`src/rtl/toggle_monitor.sv`:
```
// rtl/toggle_monitor.sv - passive checker for a toggle flip-flop (en, q, z) interface
module toggle_monitor #(
    parameter int CNT_W       = 16,
    parameter int SYNC_CYCLES = 2
) (
    input  logic             clk,
    input  logic             reset,
    input  logic             clr,
    input  logic             en_obs,
    input  logic             q_obs,
    input  logic             z_obs,
    output logic             locked,
    output logic [1:0]       state,
    output logic [CNT_W-1:0] toggle_cnt,
    output logic             err_pulse,
    output logic             err_sticky,
    output logic [1:0]       err_code,
    output logic [CNT_W-1:0] err_cycle
);

    typedef enum logic [1:0] {
        UNSYNC = 2'b00,
        SYNC   = 2'b01,
        TRACK  = 2'b10,
        ERROR  = 2'b11
    } state_t;

    localparam logic [3:0]       SYNC_TGT = 4'(SYNC_CYCLES);
    localparam logic [CNT_W-1:0] CNT_MAX  = '1;
    localparam logic [CNT_W-1:0] CNT_ONE  = {{(CNT_W-1){1'b0}}, 1'b1};

    state_t           state_q, state_d;
    logic [3:0]       sync_cnt_q, sync_cnt_d;
    logic [CNT_W-1:0] cyc_cnt_q, cyc_cnt_d;
    logic [CNT_W-1:0] toggle_cnt_q, toggle_cnt_d;
    logic             err_pulse_q, err_pulse_d;
    logic             err_sticky_q, err_sticky_d;
    logic [1:0]       err_code_q, err_code_d;
    logic [CNT_W-1:0] err_cycle_q, err_cycle_d;
    logic             prev_q_q, prev_q_d;
    logic             prev_en_q, prev_en_d;

    logic       comp_ok;
    logic       seq_ok;
    logic [3:0] sync_next;

    assign comp_ok = q_obs ^ z_obs;
    assign seq_ok  = (q_obs == (prev_q_q ^ prev_en_q));

    always_comb begin
        state_d      = state_q;
        sync_cnt_d   = sync_cnt_q;
        cyc_cnt_d    = cyc_cnt_q;
        toggle_cnt_d = toggle_cnt_q;
        err_pulse_d  = 1'b0;
        err_sticky_d = err_sticky_q;
        err_code_d   = err_code_q;
        err_cycle_d  = err_cycle_q;
        prev_q_d     = q_obs;
        prev_en_d    = en_obs;
        sync_next    = comp_ok ? (sync_cnt_q + 4'd1) : 4'd0;

        if (clr) begin
            state_d      = UNSYNC;
            sync_cnt_d   = '0;
            cyc_cnt_d    = '0;
            toggle_cnt_d = '0;
            err_sticky_d = 1'b0;
            err_code_d   = 2'b00;
            err_cycle_d  = '0;
        end else begin
            case (state_q)
                UNSYNC: begin
                    state_d    = SYNC;
                    sync_cnt_d = '0;
                end
                SYNC: begin
                    sync_cnt_d = sync_next;
                    if (sync_next == SYNC_TGT) begin
                        state_d      = TRACK;
                        cyc_cnt_d    = '0;
                        toggle_cnt_d = '0;
                    end
                end
                TRACK: begin
                    if (cyc_cnt_q != CNT_MAX) begin
                        cyc_cnt_d = cyc_cnt_q + CNT_ONE;
                    end
                    if (!comp_ok || !seq_ok) begin
                        state_d      = ERROR;
                        err_pulse_d  = 1'b1;
                        err_sticky_d = 1'b1;
                        err_code_d   = {~seq_ok, ~comp_ok};
                        err_cycle_d  = cyc_cnt_q;
                    end else if (prev_en_q && (toggle_cnt_q != CNT_MAX)) begin
                        toggle_cnt_d = toggle_cnt_q + CNT_ONE;
                    end
                end
                default: begin
                    // ERROR holds everything until clr or reset
                    state_d = ERROR;
                end
            endcase
        end
    end

    always_ff @(posedge clk or negedge reset) begin
        if (!reset) begin
            state_q      <= UNSYNC;
            sync_cnt_q   <= '0;
            cyc_cnt_q    <= '0;
            toggle_cnt_q <= '0;
            err_pulse_q  <= 1'b0;
            err_sticky_q <= 1'b0;
            err_code_q   <= 2'b00;
            err_cycle_q  <= '0;
            prev_q_q     <= 1'b0;
            prev_en_q    <= 1'b0;
        end else begin
            state_q      <= state_d;
            sync_cnt_q   <= sync_cnt_d;
            cyc_cnt_q    <= cyc_cnt_d;
            toggle_cnt_q <= toggle_cnt_d;
            err_pulse_q  <= err_pulse_d;
            err_sticky_q <= err_sticky_d;
            err_code_q   <= err_code_d;
            err_cycle_q  <= err_cycle_d;
            prev_q_q     <= prev_q_d;
            prev_en_q    <= prev_en_d;
        end
    end

    assign locked     = (state_q == TRACK);
    assign state      = state_q;
    assign toggle_cnt = toggle_cnt_q;
    assign err_pulse  = err_pulse_q;
    assign err_sticky = err_sticky_q;
    assign err_code   = err_code_q;
    assign err_cycle  = err_cycle_q;

endmodule

```
`config.mk`:
```
export PLATFORM = sky130hd
export DESIGN_NAME = toggle_monitor
export DESIGN_NICKNAME = d
export VERILOG_FILES = /design/src/rtl/toggle_monitor.sv
export SDC_FILE = /design/constraint.sdc
export NUM_CORES = 1
export LEC_CHECK = 0
export BUFFER_PORTS_ARGS = -buffer_cell sky130_fd_sc_hd__buf_2
export CORE_ASPECT_RATIO = 0.6
export CORE_MARGIN = 3
export CORE_UTILIZATION = 30
export DETAILED_ROUTE_END_ITERATION = 10
export HOLD_SLACK_MARGIN = 0.03
export PLACE_DENSITY_LB_ADDON = 0.08
export SLEW_MARGIN = 15
export SYNTH_ARGS = -nofsm -noshare
export SYNTH_HDL_FRONTEND = slang
export SYNTH_SLANG_ARGS = --single-unit
```
`constraint.sdc`:
```
create_clock -name clk -period 5 [get_ports clk]
set_input_delay 1 -clock clk [delete_from_list [all_inputs] [get_ports clk]]
set_output_delay 1 -clock clk [all_outputs]
set_load 0.01 [all_outputs]
```
Word level (Yosys, flattened, before mapping)
Index checks and enable logic that the tools add are counted.
{"block": "classes", "add_sub_neg": 3, "eq_ne": 11, "n_mux": 27, "bitwise": 4, "n_reduce_logical": 13}
{"operator": "2-to-1 mux 16 bit", "count": 9}
{"operator": "case mux 16 bit (2 select lines)", "count": 2}
{"operator": "adder 16 x 1 -> 16 bit (second input constant)", "count": 2}
{"operator": "inequality test 16 bit (second input constant)", "count": 2}
{"operator": "2-to-1 mux 2 bit", "count": 6}
{"operator": "inequality test 3 x 2 -> 1 bit (second input constant)", "count": 3}
{"operator": "2-to-1 mux 4 bit", "count": 2}
{"operator": "case mux 4 bit (2 select lines)", "count": 1}
{"operator": "2-to-1 mux 1 bit", "count": 6}
{"operator": "inequality test 3 bit (second input constant)", "count": 2}
{"operator": "case mux 2 bit (3 select lines)", "count": 1}
{"operator": "nonzero test 3 bit", "count": 2}
{"operator": "adder 4 x 1 -> 4 bit (second input constant)", "count": 1}
{"operator": "equality test 4 x 2 -> 1 bit (second input constant)", "count": 1}
{"operator": "AND reduction 2 bit", "count": 2}
{"operator": "AND reduction 4 bit", "count": 1}
{"operator": "nonzero test 2 bit", "count": 2}
{"operator": "AND reduction 3 bit", "count": 1}
{"operator": "equality test 2 x 1 -> 1 bit (second input constant)", "count": 1}
{"operator": "equality test 2 bit (second input constant)", "count": 1}
{"operator": "logical NOT 1 bit", "count": 2}
{"operator": "logical NOT 2 bit", "count": 1}
{"operator": "NOT 1 bit", "count": 2}
{"operator": "bitwise XOR 1 bit", "count": 2}
{"operator": "3 further kinds", "count": 3}
{"block": "totals", "reg_bits": 60}

Logic depth before layout (Yosys ltp)
{"block": "depth", "ltp_word": 7, "depth_mapped": 7, "ltp_nobuf": 6}

Worst setup path before layout
No wires, ideal clock.
{"block": "synth_timing", "path_kind": "input to register", "from": "in z_obs", "to": "reg toggle_cnt_q[15], in the netlist toggle_cnt[15]", "setup_time_ps": 69, "arrival_ps": 2227, "t_required_ps": 4931, "setup_slack_ps": 2704, "cell_stages": 5, "cell_sequence": "nand4bb_4 a211oi_4 o31ai_2 or4_1 nand3_1"}
{"block": "synth_between", "elab_chain_len": 5}
{"element": "start, declared", "line_no": "11", "rtl": "input logic z_obs,"}
{"element": "bitwise XOR 1 bit (*)", "line_no": "47", "rtl": "assign comp_ok = q_obs ^ z_obs;"}
{"element": "2-to-1 mux 4 bit / logical NOT 1 bit (equally long branches)", "line_no": "61, 89"}
{"element": "equality test 4 x 2 -> 1 bit / logical OR 1 bit (equally long branches)", "line_no": "79, 89"}
{"element": "inequality test 3 bit (no line)"}
{"element": "AND reduction 4 bit (no line) (*)"}
{"element": "end signal, assigned", "line_no": "123", "rtl": "toggle_cnt_q <= toggle_cnt_d;"}
{"element": "end, declared", "line_no": "35", "rtl": "logic [CNT_W-1:0] toggle_cnt_q, toggle_cnt_d;"}
Mark *: on every way between the ends. The rest lies on a longest branch, timed or not.
A chain may end at the register's enable or synchronous reset.

Final worst setup path
{"block": "layout_timing", "from": "reg state_q[0], in the netlist state[0]", "to": "reg err_cycle_q[0], in the netlist err_cycle[0]"}
{"block": "layout_between", "elab_chain_len": 3}
{"element": "start, declared", "line_no": "32", "rtl": "state_t state_q, state_d;"}
{"element": "start signal, assigned", "line_no": "120", "rtl": "state_q <= state_d;"}
{"element": "equality test 2 bit", "line_no": "72", "rtl": "case (state_q)"}
{"element": "nonzero test 2 bit (no line)"}
{"element": "AND reduction 2 bit (no line)"}
{"element": "end signal, assigned", "line_no": "127", "rtl": "err_cycle_q <= err_cycle_d;"}
{"element": "end, declared", "line_no": "39", "rtl": "logic [CNT_W-1:0] err_cycle_q, err_cycle_d;"}
Every way passes these cells.

==> impl_metrics.ini <==
[timing]
maxSlewViolCount = 0
maxSlewHeadroom_pct = 34.2
grt_setup_unrepaired = no
fin_skew_ns = 0.00572
clock.fmax_mhz = 360
setup_viol = 0
period_share_pct = 55.6
setup_tns_ns = 0
min_period_ns = 2.78
hold_viol_final = 0
timing.final.ws_setup_ns = 2.22
worst_pin_slew_ns = 0.984

[synthesis]
synth_cells = 309
syn_area_um2 = 3100
ys_ff_latch = 60
synth_largest_area_cell = dfrtp_1
yosysSeqAreaShare_pct = 48.4
ys_warn_count = 0
yosys-top-cells-area = dfrtp_1, a22o_1, a21oi_1
async_flop_share_pct = 100
avgSynthCellArea_um2 = 10.0
synth_edf_count = 0
synth.distinct_cells = 58
synth_top_cell_area_share_pct = 48.4
ys.flop_type = dfrtp_1
synth_fp_nets = 318

[drt]
remaining_drc_errors = 0
met3_wirelength_um = 516
routed-wl-met2_um = 2860
topRoutingLayerUsed = met4
wl_per_cell_um = 16.8
ant_nets = 0
vias = 2635
drt_iter0_markers = 126
drt_pass1_iterations = 4
met1_length_um = 4840
viasPerCell = 5.34
wirelength_um = 8270

[setup_path]
cp-startpoint = state[0]$_DFFE_PN0P_
reg2reg_depth = 4
start_kind = register
criticalPathCategory = reg2reg
r2r_slack_ns = 2.22
worstReg2RegEnd = err_cycle[0]$_DFFE_PN0P_
cp-end-kind = register
arrival_ns = 3.04
cp_slowest_stage_delay_ns = 0.91
slowest_stage = nor2_2
cp_max_fo = 26
r2r_start = state[0]$_DFFE_PN0P_
required_ns = 5.26
crit_chain = nor2b_1, nand2_1, nor2_2, a22o_1

[finish]
nNetsFinal = 362
fill_cells = 1020
n_antenna_cell = 0
final_layout_size_suffix_gt1_share_pct = 21.5
design_area_um2 = 3750
syn_to_final_growth_pct = 21.0

[global_routing]
grt_pass1_vias = 2489
grt_overflow = 0
grt_pass1_wl_um = 13700
antenna_found_initial = 0
grt_use_total_pct = 15.3
grt_max_degree = 61

[flow_run]
max_cap_viol_count = 0

[outcome]
status = finished clean

[floorplanning]
fp.dieW_um = 137
row_count = 28
dieArea_um2 = 11600
core_area_um2 = 9950
ios = 45
die_h_um = 84.7
start_util_pct = 31.1

[placement]
placedInstanceArea_um2 = 3450
pre_cts_ws_ns = 1.86
hpwl_um = 5650
place.gp.congestion = 0.766
io_buffers = 44

[power]
clkPwrFrac_pct = 53.8
p_int_uw = 910
peakVddDrop_uv = 159
p_leak_uw = 0.00176
p_switching_uw = 251
combPwrFrac_pct = 3.8
pwr_density_cell_nw_per_um2 = 310
seqPwrFrac_pct = 42.4
p_sw_share_pct = 21.7

[clock_tree]
cts_sinks = 60
holdBufCountCts = 0
numCtsBuffers = 9
path_clk_slew_ns = 0.05
cts_tree = built
cts_buffer_depth = 2
cts_root_buffer = clkbuf_16
ctsResizeCount = 0
cts_setup_buffers = 0
clkLatencyLatePin_ns = 0.32
cts_max_level = 3

[hold_path]
worstHoldPathType = reg2reg
whs_endpoint = err_cycle[8]$_DFFE_PN0P_
min-delay-start = err_cycle[8]$_DFFE_PN0P_
hold_depth = 1
[cell usage after synthesis (2+ instances only)]
cell and instances:
a211o_1 5, a21o_1 4, a21oi_1 21, a22o_1 20, a31oi_1 5, a41oi_1 2
and2_1 4, and3_1 3, and4_1 3, buf_2 5, buf_4 2, buf_6 2
clkbuf_1 5, dfrtp_1 60, ha_1 3, inv_1 7, inv_2 2, mux2i_1 2
nand2_1 23, nand2b_1 4, nand3_1 17, nand4_1 12, nor2_1 13, nor3_1 8
nor4_1 8, o211a_1 2, o211ai_1 2, o21ai_0 19, o21ai_1 8, o22ai_1 3
o31a_1 2, or3_1 3, or4_1 2, xor2_1 4
[through the flow]
step           power (uW)  util (%)  std cells  hold slack (ns)
6_report             1160      37.7        493            0.488
5_1_grt              1210      37.7        493            0.510
4_1_cts              1180      37.7        493            0.496
3_5_place_dp          546      34.6        477            0.482
3_3_place_gp          546      34.6        477            0.478
2_1_floorplan         525         -        309            0.483
[flip-flops by register name (all words and copies together), names as in the netlist]
signal,count
prev_q_q,1
sync_cnt_q,4
err_pulse,1
err_sticky,1
cyc_cnt_q,16
state,2
err_cycle,16
prev_en_q,1
err_code,2
toggle_cnt,16
[cells by family after synthesis]
family	Yosys count	synth area share, %
fa+ha+maj	3	1.21
flops	60	48.4
compound gates	105	23.8
xor+xnor	5	1.41
buf+inv	23	3.71
mux	3	1.01
simple gates	110	20.4
[critical path: cells and delay by family (launching register included)]
family	cells	cell delay, ns
flops	1	0.46
simple gates	3	1.99
compound gates	1	0.26
[layout by cell type (no fill, tap or decap), types with 4 or more instances in the layout]
cell / synthesis / routed
dfrtp_1: 60 / 60
buf_2: 5 / 44
nand2_1: 23 / 23
a21oi_1: 21 / 21
a22o_1: 20 / 20
o21ai_0: 19 / 19
nand3_1: 17 / 17
nor2_1: 13 / 13
nand4_1: 12 / 12
clkbuf_16: 0 / 9
nor4_1: 8 / 8
o21ai_1: 8 / 8
nor3_1: 8 / 8
inv_1: 7 / 7
a211o_1: 5 / 5
a31oi_1: 5 / 5
nand2b_1: 4 / 4
xor2_1: 4 / 4
and2_1: 4 / 4
a21o_1: 4 / 4
clkinv_2: 0 / 4
[per-layer routing]
layer	global-route usage [%]	vias to the layer above
met5	0	-
met4	3.53	0
met3	4.43	7
met2	18.5	73
met1	25.7	1276
li1	-	1279
[area by class of cell]
type / count / area [um2] / share of cell area [%]
clock buffers: 11 / 253 / 6.74
clock inverters: 5 / 50.0 / 1.33
inverters: 9 / 33.8 / 0.901
multi-input cells: 226 / 1500 / 40.0
flip-flops and latches: 60 / 1500 / 40.0
well taps: 135 / 169 / 4.50
repair buffers: 47 / 243 / 6.47
[power by group through the flow]
stage               sequential, uW  clock [uW]  combinational (uW)
global placement               500           0                45.4
detailed placement             500           0                45.5
finish                         492         625                44.3
floorplan                      500           0                24.5
CTS                            492         644                45.8
global route                   492         668                50.9
[worst max-delay path by stage]
stage	endpoint	slack [ns]	cells past startpoint
global placement	err_cycle[2]$_DFFE_PN0P_	1.92	5
CTS	err_cycle[0]$_DFFE_PN0P_	2.15	4
detailed placement	err_cycle[2]$_DFFE_PN0P_	1.86	5
finish	err_cycle[0]$_DFFE_PN0P_	2.22	4
global route	err_cycle[13]$_DFFE_PN0P_	1.91	4
floorplan	toggle_cnt[15]$_DFFE_PN0P_	2.70	5
Power figures use the tool's default switching activity.
